`config.mk`:
```
export PLATFORM = sky130hd
export DESIGN_NAME = led_note_scope
export DESIGN_NICKNAME = d
export VERILOG_FILES = /design/src/rtl/led_pkg.sv /design/src/rtl/led_down_counter.sv /design/src/rtl/led_note_scope.sv
export SDC_FILE = /design/constraint.sdc
export NUM_CORES = 1
export LEC_CHECK = 0
export BUFFER_PORTS_ARGS = -buffer_cell sky130_fd_sc_hd__buf_2
export CAP_MARGIN = 40
export CORE_AREA = 5 5 104 106
export DETAILED_ROUTE_END_ITERATION = 6
export DIE_AREA = 0 0 109 111
export PLACE_DENSITY = 0.54
export SKIP_CTS_REPAIR_TIMING = 1
export SYNTH_ARGS = -nofsm -noshare
export SYNTH_HDL_FRONTEND = slang
export SYNTH_SLANG_ARGS = --single-unit
```
`constraint.sdc`:
```
create_clock -name clk -period 5.65 [get_ports clk]
set_clock_uncertainty 0.1 [all_clocks]
set_input_delay 0.2825 -clock clk [delete_from_list [all_inputs] [get_ports clk]]
set_output_delay 0.2825 -clock clk [all_outputs]
set_load 0.02 [all_outputs]
```
`src/rtl/led_pkg.sv`:
```
// rtl/led_pkg.sv - shared state, mode encodings and rest-code helper for the LED note scope
package led_pkg;

  typedef enum logic [1:0] {
    ST_IDLE  = 2'd0,
    ST_PLAY  = 2'd1,
    ST_HOLD  = 2'd2,
    ST_ERROR = 2'd3
  } state_t;

  localparam logic [1:0] MODE_DIRECT = 2'd0;
  localparam logic [1:0] MODE_HOLD   = 2'd1;
  localparam logic [1:0] MODE_BAR    = 2'd2;
  localparam logic [1:0] MODE_RSVD   = 2'd3;

  // The rest code sits just past the last playable note.
  function automatic int unsigned rest_code(input int unsigned num_leds);
    return num_leds;
  endfunction

endpackage

```
`src/rtl/led_down_counter.sv`:
```
// rtl/led_down_counter.sv - loadable down counter with zero flag, stops at zero
module led_down_counter #(
  parameter int          W    = 4,
  parameter int unsigned FULL = 0
) (
  input  logic clk,
  input  logic rst,
  input  logic load,
  input  logic en,
  output logic zero
);

  logic [W-1:0] count;

  always_ff @(posedge clk) begin
    if (rst)
      count <= '0;
    else if (load)
      count <= W'(FULL);
    else if (en && (count != '0))
      count <= count - 1'b1;
  end

  assign zero = (count == '0);

endmodule

```
`src/rtl/led_note_scope.sv`:
```
// rtl/led_note_scope.sv - note-to-LED display FSM with direct, hold, bar and error-blink modes
module led_note_scope
  import led_pkg::*;
#(
  parameter int unsigned NUM_LEDS  = 8,
  parameter int unsigned NOTE_W    = 4,
  parameter int unsigned HOLD_CYC  = 12_500_000,
  parameter int unsigned BLINK_CYC = 6_250_000
) (
  input  logic                clk,
  input  logic                rst,
  input  logic [NOTE_W-1:0]   note,
  input  logic [1:0]          mode,
  output logic [NUM_LEDS-1:0] Led,
  output logic                err
);

  localparam int HOLD_W  = (HOLD_CYC > 1) ? $clog2(HOLD_CYC) : 1;
  localparam int BLINK_W = (BLINK_CYC > 1) ? $clog2(BLINK_CYC) : 1;
  localparam logic [NOTE_W-1:0] REST = NOTE_W'(rest_code(NUM_LEDS));

  state_t                state, state_d;
  logic [NOTE_W-1:0]     last_note, last_d;
  logic                  phase, phase_d;
  logic                  hold_load, hold_en, hold_zero;
  logic                  blink_load, blink_en, blink_zero;
  logic [NUM_LEDS-1:0]   oh_note, oh_last, bar, led_d;
  logic                  err_d;
  logic                  is_rest, is_note, is_bad;

  assign is_rest = (note == REST);
  assign is_note = (note < REST);
  assign is_bad  = (note > REST);

  always_comb begin
    oh_note = '0;
    oh_last = '0;
    bar     = '0;
    for (int i = 0; i < NUM_LEDS; i++) begin
      oh_note[i] = (note == NOTE_W'(NUM_LEDS - 1 - i));
      oh_last[i] = (last_note == NOTE_W'(NUM_LEDS - 1 - i));
      bar[i]     = (note <= NOTE_W'(NUM_LEDS - 1 - i));
    end
  end

  // Both counters are loaded with full-1 so the zero flag lands on the last lit cycle.
  led_down_counter #(.W(HOLD_W), .FULL(HOLD_CYC - 1)) u_hold_cnt (
    .clk  (clk),
    .rst  (rst),
    .load (hold_load),
    .en   (hold_en),
    .zero (hold_zero)
  );

  led_down_counter #(.W(BLINK_W), .FULL(BLINK_CYC - 1)) u_blink_cnt (
    .clk  (clk),
    .rst  (rst),
    .load (blink_load),
    .en   (blink_en),
    .zero (blink_zero)
  );

  always_ff @(posedge clk) begin
    if (rst) begin
      state     <= ST_IDLE;
      last_note <= '0;
      phase     <= 1'b0;
      Led       <= '0;
      err       <= 1'b0;
    end else begin
      state     <= state_d;
      last_note <= last_d;
      phase     <= phase_d;
      Led       <= led_d;
      err       <= err_d;
    end
  end

  always_comb begin
    state_d    = state;
    last_d     = last_note;
    phase_d    = phase;
    hold_load  = 1'b0;
    hold_en    = 1'b0;
    blink_load = 1'b0;
    blink_en   = 1'b0;
    if (is_bad) begin
      state_d = ST_ERROR;
      if (state != ST_ERROR) begin
        blink_load = 1'b1;
        phase_d    = 1'b1;
      end else if (blink_zero) begin
        blink_load = 1'b1;
        phase_d    = ~phase;
      end else begin
        blink_en = 1'b1;
      end
    end else if (is_note) begin
      state_d = ST_PLAY;
      last_d  = note;
    end else if (is_rest) begin
      case (state)
        ST_PLAY: begin
          if (mode == MODE_HOLD) begin
            state_d   = ST_HOLD;
            hold_load = 1'b1;
          end else begin
            state_d = ST_IDLE;
          end
        end
        ST_HOLD: begin
          if ((mode != MODE_HOLD) || hold_zero)
            state_d = ST_IDLE;
          else
            hold_en = 1'b1;
        end
        default: state_d = ST_IDLE;
      endcase
    end
  end

  always_comb begin
    led_d = '0;
    err_d = (state_d == ST_ERROR);
    case (state_d)
      ST_PLAY:  led_d = (mode == MODE_BAR) ? bar : oh_note;
      ST_HOLD:  led_d = oh_last;
      ST_ERROR: led_d = {NUM_LEDS{phase_d}};
      default:  led_d = '0;
    endcase
  end

endmodule

```
==> qor.txt, run 1 <==
Highest clock rate -> 334.5 MHz
Rows -> 36
Synth top area share -> 0.3821
Placed cell area -> 3498 um^2
Crit start category -> flip-flop
Area of the mapped netlist -> 3301 um^2
Initial Util -> 0.3408
Initial antenna violation count -> 0
Minimum clock period -> 2.989 ns
DRC Markers -> 0
Worst-Skew Late Latency -> 0.33 ns
Worst Hold Class -> in2reg
Core area -> 9684 um^2
Worst Setup End Kind -> flip-flop
Relative slew margins -> 0.4123
I/O pin count -> 17
Root Buffer -> clkbuf_8
Post-synth cell types -> 53
CTS Buf Count -> 9
Top_reg_cell synth -> dfxtp_1
Layout cells sized above 1 -> 0.1182
# diodes -> 0
DP HPWL -> 5262 um
CTS tree -> done
Routed WL -> 7493 um
Max clock buf depth -> 2
Crit path DAT -> 3.16 ns
Syn Nets -> 404
Top cells by area, synth -> dfxtp_1, xnor2_1, nor2_1
Final Instance Area -> 3689 um^2
Total power -> 973.1 uW
Final GP Congestion -> 0.8063
Vias after detailed routing -> 2822
Initial DRC Count -> 151
Fin nets -> 416
Final worst path period share -> 0.5291
Synth warnings -> 0
Leak pwr -> 0.001310 uW
Antenna-violating nets left -> 0
Tightest Pin Transition -> 0.8794 ns
H-tree depth -> 3
Setup TNS -> 0 ns
Vias per cell -> 5.236
Setup violators final -> 0
Synth area leader -> dfxtp_1
Synth-to-Final Area Change -> 11.75%
Post-layout util -> 0.3809
Grt total ovfl -> 0
RSZ-0062 raised after global routing -> no
Die area -> 12100 um^2
Clock slew at reported path FFs -> 0.07 ns
Gr usage total -> 0.1295
Die height -> 111 um
Slew Limit Fails -> 0
Die W -> 109 um
Worst VDD drop -> 125.8 uV
R2R Setup Slk -> 2.66 ns
Final hold violations -> 0
Clk sinks -> 63
Register area share after synthesis -> 0.3821
Synth Area per Inst -> 8.485 um^2
WS Path Type -> reg2reg
Vias in the first global route -> 2673
Post-synthesis cell count -> 389
Async SR Flop Fraction -> 0
Crit Path Max Fanout -> 19
Routed wire per std cell -> 13.90 um
Synth Register Bits -> 63
First-pass GRT wire length -> 12720 um
1st-pass router iterations -> 5
Post-synth EDFFs -> 0
PortBufs -> 16
Max-Cap Viols -> 0
Largest net degree at the start of global routing -> 43
Required @ worst endpoint -> 5.82 ns
Power Density -> 263.8 nW/um^2
Run status -> complete, no violations
Fill cell count -> 980
cell type report:
| type | instances | area (um^2) | share of cell area |
|---|---|---|---|
| clock buffers | 12 | 145.1 | 0.03935 |
| clock inverters | 4 | 45.04 | 0.01221 |
| inverters | 13 | 48.80 | 0.01323 |
| multi-input cells | 296 | 1923 | 0.5214 |
| flip-flops and latches | 63 | 1261 | 0.3419 |
| well taps | 133 | 166.4 | 0.04512 |
| repair buffers | 18 | 98.84 | 0.02680 |
cell usage after synthesis (2+ instances only):
master and n:
xnor2_1 28, nand3_1 13, nand4_1 13, o21a_1 3, o211ai_1 2, nor2b_1 7
a311oi_1 2, and3_1 2, nand3b_1 2, a211oi_1 3, a221oi_1 2, nor4_2 3
o21ai_0 3, nor4b_1 7, clkbuf_1 14, o31a_1 8, or4_4 2, buf_1 2
a21o_1 2, o21ai_1 3, a21bo_1 2, nor4_1 16, inv_1 13, or2_2 4
nor3_2 2, nand2_1 11, nor3_1 21, nand2b_1 6, or4_1 2, ha_1 7
or3_1 8, a31oi_1 9, dfxtp_1 63, nor2_1 53, mux2i_1 3, a21oi_1 27
xor2_1 5
path summary, 6_finish.rpt:
| kind | to | depth (start not counted) | startpoint |
|---|---|---|---|
| hold / removal | last_note[3] | 3 | note[3] |
| hold reg to reg | u_blink_cnt.count[11] | 2 | u_blink_cnt.count[11] |
| setup reg to reg | Led[7] | 6 | u_hold_cnt.count[17] |
| setup / recovery | Led[7] | 6 | u_hold_cnt.count[17] |
worst max-delay path, cell delays in order (launching register included):
cell,delay [ns]
dfxtp_1,0.35
or4_4,0.58
or4_4,0.47
o311ai_4,0.74
o221ai_2,0.32
nor3_1,0.23
o31a_1,0.14
flip-flops by register name (all words and copies together) (netlist names):
register           count
Led                    8
err                    1
last_note              4
phase                  1
state                  2
u_blink_cnt.count     23
u_hold_cnt.count      24
cell families (layout without fill, tap and decap cells):
family          after synthesis  count (layout)  synth area share
simple gates                176             176            0.2915
fa+ha+maj                     7               7           0.02653
buf+inv                      30              47           0.03526
flops                        63              63            0.3821
xor+xnor                     33              33           0.08757
compound gates               77              77            0.1679
mux                           3               3          0.009098
where the power goes:
part	switching (uW)	total (uW)	leakage [uW]	internal, uW
logic	71.8	114	0.000695	41.9
clock network	167	381	0.000100	214
registers	15.8	478	0.000515	463
through the flow:
step	hold slack (ns)	setup slack [ns]	instances
6_report	0.2426	2.661	539
4_1_cts	0.2245	2.675	539
5_1_grt	0.2407	2.522	539
3_5_place_dp	0.3549	2.602	523
3_3_place_gp	0.3531	2.464	521
2_1_floorplan	0.3229	2.992	389
routing by layer:
metal,vias to the layer above,global-route usage,part of all wire
met2,43,0.1941,0.45
met4,0,0.04630,0.017
met5,-,0,0
met3,10,0.03786,0.032
met1,1320,0.1752,0.50
li1,1449,-,-
cells in the final DEF (no fill, tap or decap), types with 3 or more instances in the layout:
| cell | instances |
|---|---|
| nand2_1 | 11 |
| nor4_2 | 3 |
| or2_2 | 4 |
| o21ai_0 | 3 |
| or3_1 | 8 |
| xnor2_1 | 28 |
| clkbuf_8 | 10 |
| a211oi_1 | 3 |
| nand3_1 | 13 |
| xor2_1 | 5 |
| mux2i_1 | 3 |
| o21ai_1 | 3 |
| nor3_1 | 21 |
| nor2_1 | 53 |
| ha_1 | 7 |
| a21oi_1 | 27 |
| nor4_1 | 16 |
| a31oi_1 | 9 |
| nor4b_1 | 7 |
| inv_1 | 13 |
| nand2b_1 | 6 |
| nand4_1 | 13 |
| o31a_1 | 8 |
| dfxtp_1 | 63 |
| o21a_1 | 3 |
| buf_2 | 16 |
| nor2b_1 | 7 |
| clkinv_2 | 3 |
No activity file was read; power rests on OpenSTA's default activity.
==> inputs of run 2 (changes only) <==
Settings changed: ABC_AREA set to 1, CORE_AREA 5 5 104 106 to 5 5 110 112, DIE_AREA 0 0 109 111 to 0 0 115 117, PLACE_DENSITY 0.54 to 0.56.
Clock period 5.65 ns to 2.6 ns, I/O delays scaled along.
==> run 2 against run 1 <==
  * Worst setup slack lost 2.2 ns
  * Worst hold slack lost 0.19 ns
  * Total power grew to 2.7 times the previous value
  * Via count grew 21%
  * Sequential share of layout area shrank 4.6 points
  * Non-clock buffer count grew 1
  * Sequential power grew 120%
  * Routed wire length grew 15%
  * Critical path type unchanged
  * Largest power group is now clock
  * Highest routed layer unchanged
==> qor.txt, run 2 <==
Worst VDD drop -> 313.7 uV (+150%)
Layout cells sized above 1 -> 0.1263 (+0.008071)
Crit start category -> flip-flop
Multi-input gate area -> 2138 um^2 (+11%)
Routed WL -> 8620 um (+15%)
Routed wire per std cell -> 11.96 um (-14%)
R2R Setup Slk -> 0.47 ns (-2.19 ns)
Setup TNS -> 0 ns (unchanged)
Clock power share -> 0.491 (+0.099)
Final GP Congestion -> 0.8835 (+9.6%)
Synth-to-Final Area Change -> 14.32%
Clock slew at reported path FFs -> 0.05 ns (-0.02 ns)
Post-synthesis cell count -> 555 (+43%)
WS Path Type -> reg2reg
Initial DRC Count -> 157 (+4.0%)
Grt total ovfl -> 0 (unchanged)
Gate power share -> 0.119 (+0.002)
Vias after detailed routing -> 3427 (+21%)
Int Power -> 1978 uW (+180%)
Vias in the first global route -> 3355 (+26%)
Initial Util -> 0.3354 (-0.005469)
Final worst path period share -> 0.8182 (+0.2891)
Vias per cell -> 4.753 (-9.2%)
Gr usage total -> 0.1407 (+0.01123)
Die area -> 13460 um^2 (+11%)
Fin nets -> 588 (+41%)
Setup violators final -> 0 (unchanged)
Top_reg_cell synth -> dfxtp_1
Largest reg by FF count -> u_hold_cnt.count
Minimum clock period -> 2.127 ns (-0.8621 ns)
Leak pwr -> 0.002089 uW (+59%)
Initial antenna violation count -> 0 (unchanged)
Worst-Skew Late Latency -> 0.33 ns (about the same)
CTS Buf Count -> 9 (unchanged)
Commonest cells in the netlist -> nand2_1, nor2_1, dfxtp_1
Relative slew margins -> 0.7205 (+0.3082)
First-pass GRT wire length -> 15500 um (+22%)
Max clock buf depth -> 2 (unchanged)
RSZ-0062 raised after global routing -> no
Clk sinks -> 63 (unchanged)
# diodes -> 0 (unchanged)
DRC Markers -> 0 (unchanged)
Highest clock rate -> 470.1 MHz (+41%)
Antenna-violating nets left -> 0 (unchanged)
CTS tree -> done
Syn Nets -> 570 (+41%)
Reg area -> 1261 um^2 (unchanged)
Power Density -> 623.2 nW/um^2 (+140%)
Synth area leader -> dfxtp_1
H-tree depth -> 3 (unchanged)
Slew Limit Fails -> 0 (unchanged)
DP HPWL -> 6311 um (+20%)
Root Buffer -> clkbuf_16
Post-synth EDFFs -> 0 (unchanged)
1st-pass router iterations -> 4 (-1)
Crit Path Max Fanout -> 12 (-7)
Core area -> 11130 um^2 (+15%)
Crit path DAT -> 2.29 ns (-0.87 ns)
Sw Pwr -> 680.5 uW (+170%)
Fill cell count -> 1179 (+20%)
Worst Hold Class -> in2reg
Largest net degree at the start of global routing -> 28 (-35%)
I/O pin count -> 17 (unchanged)
Largest register FFs -> 24 (unchanged)
Rows -> 39 (+8.3%)
Top cells by area, synth -> dfxtp_1, nand2_1, nor2_1
Count leader, synth -> nand2_1
Share of power burned in registers -> 0.390 (-0.102)
Most common cell after layout, fill and taps aside -> nand2_1
Synth Register Bits -> 63 (unchanged)
Most frequent cells in the layout -> nand2_1, nor2_1, dfxtp_1
PortBufs -> 16 (unchanged)
Max-Cap Viols -> 0 (unchanged)
Synth Area per Inst -> 6.723 um^2 (-21%)
Largest regs -> u_hold_cnt.count: 24 flops, u_blink_cnt.count: 23 flops, Led: 8 flops
Switch share -> 0.2560 (-0.005669)
Synth top area share -> 0.3380 (-0.04408)
Final hold violations -> 0 (unchanged)
Post-synth cell types -> 41 (-23%)
Area of the mapped netlist -> 3731 um^2 (+13%)
Hold Slack -> 0.05105 ns (-0.1916 ns)
Register area share after synthesis -> 0.3380 (-0.04408)
Async SR Flop Fraction -> 0 (unchanged)
Die height -> 117 um (+5.4%)
Worst Setup End Kind -> flip-flop
Required @ worst endpoint -> 2.76 ns (-3.06 ns)
Die W -> 115 um (+5.5%)
Tightest Pin Transition -> 0.4187 ns (-0.4607 ns)
Synth warnings -> 0 (unchanged)
Run status -> complete, no violations
run 2: final timing paths:
path                                           from                  end  cells past startpoint
worst min-delay path                        note[2]         last_note[2]                      3
worst max-delay path            u_hold_cnt.count[0]  u_hold_cnt.count[6]                     10
worst max register to register  u_hold_cnt.count[0]  u_hold_cnt.count[6]                     10
worst min register to register         last_note[3]         last_note[3]                      2
run 2: cells by family after synthesis:
kind of cell,after synthesis,share of synthesized area
and+or+nand+nor,325,0.4131
buffers and inverters,80,0.08886
adders and majority gates,7,0.02347
AOI/OAI and AO/OA,61,0.09188
xor gates and xnor gates,19,0.04460
DFF,63,0.3380
run 2: routing by layer:
metal  part of all wire  global-route usage  vias up
li1                   -                   -     1831
met1               0.49              0.1807     1521
met2               0.46              0.2350       59
met3              0.030             0.02314       16
met4              0.022             0.05869        0
met5                  0                   0        -
run 2: power by group through the flow:
stage | combinational, uW | clock [uW] | sequential (uW)
6_report | 316 | 1310 | 1040
5_1_grt | 365 | 1380 | 1040
4_1_cts | 318 | 1340 | 1040
3_5_place_dp | 316 | 0 | 1060
3_3_place_gp | 315 | 0 | 1060
2_1_floorplan | 232 | 0 | 1060
run 2: critical path: stages, from the launching register on:
cell and delay [ns]:
dfxtp_1 0.32, inv_1 0.11, ha_1 0.22, nand3_1 0.07, nor2_1 0.05, nand3_2 0.09, nand3_2 0.25, inv_1 0.40
nand2_1 0.12, or2_0 0.21, a21oi_1 0.11
run 2: layout make-up:
class	count	area share
repair buffers	19	0.02405
clock buffers	11	0.05691
flip-flops and latches	63	0.2957
multi-input cells	412	0.5013
well taps	143	0.04195
clock inverters	5	0.01907
inverters	68	0.06102
run 2: metrics by stage:
step	setup slack [ns]	cell area (um^2)	instances	util	total power [uW]
6_report	0.4727	4265	721	0.3834	2658
5_1_grt	0.2710	4265	721	0.3834	2788
4_1_cts	0.4734	4265	721	0.3834	2691
3_5_place_dp	0.4855	3941	705	0.3543	1372
3_3_place_gp	0.5522	3941	705	0.3543	1371
2_1_floorplan	0.9361	3731	555	-	1296
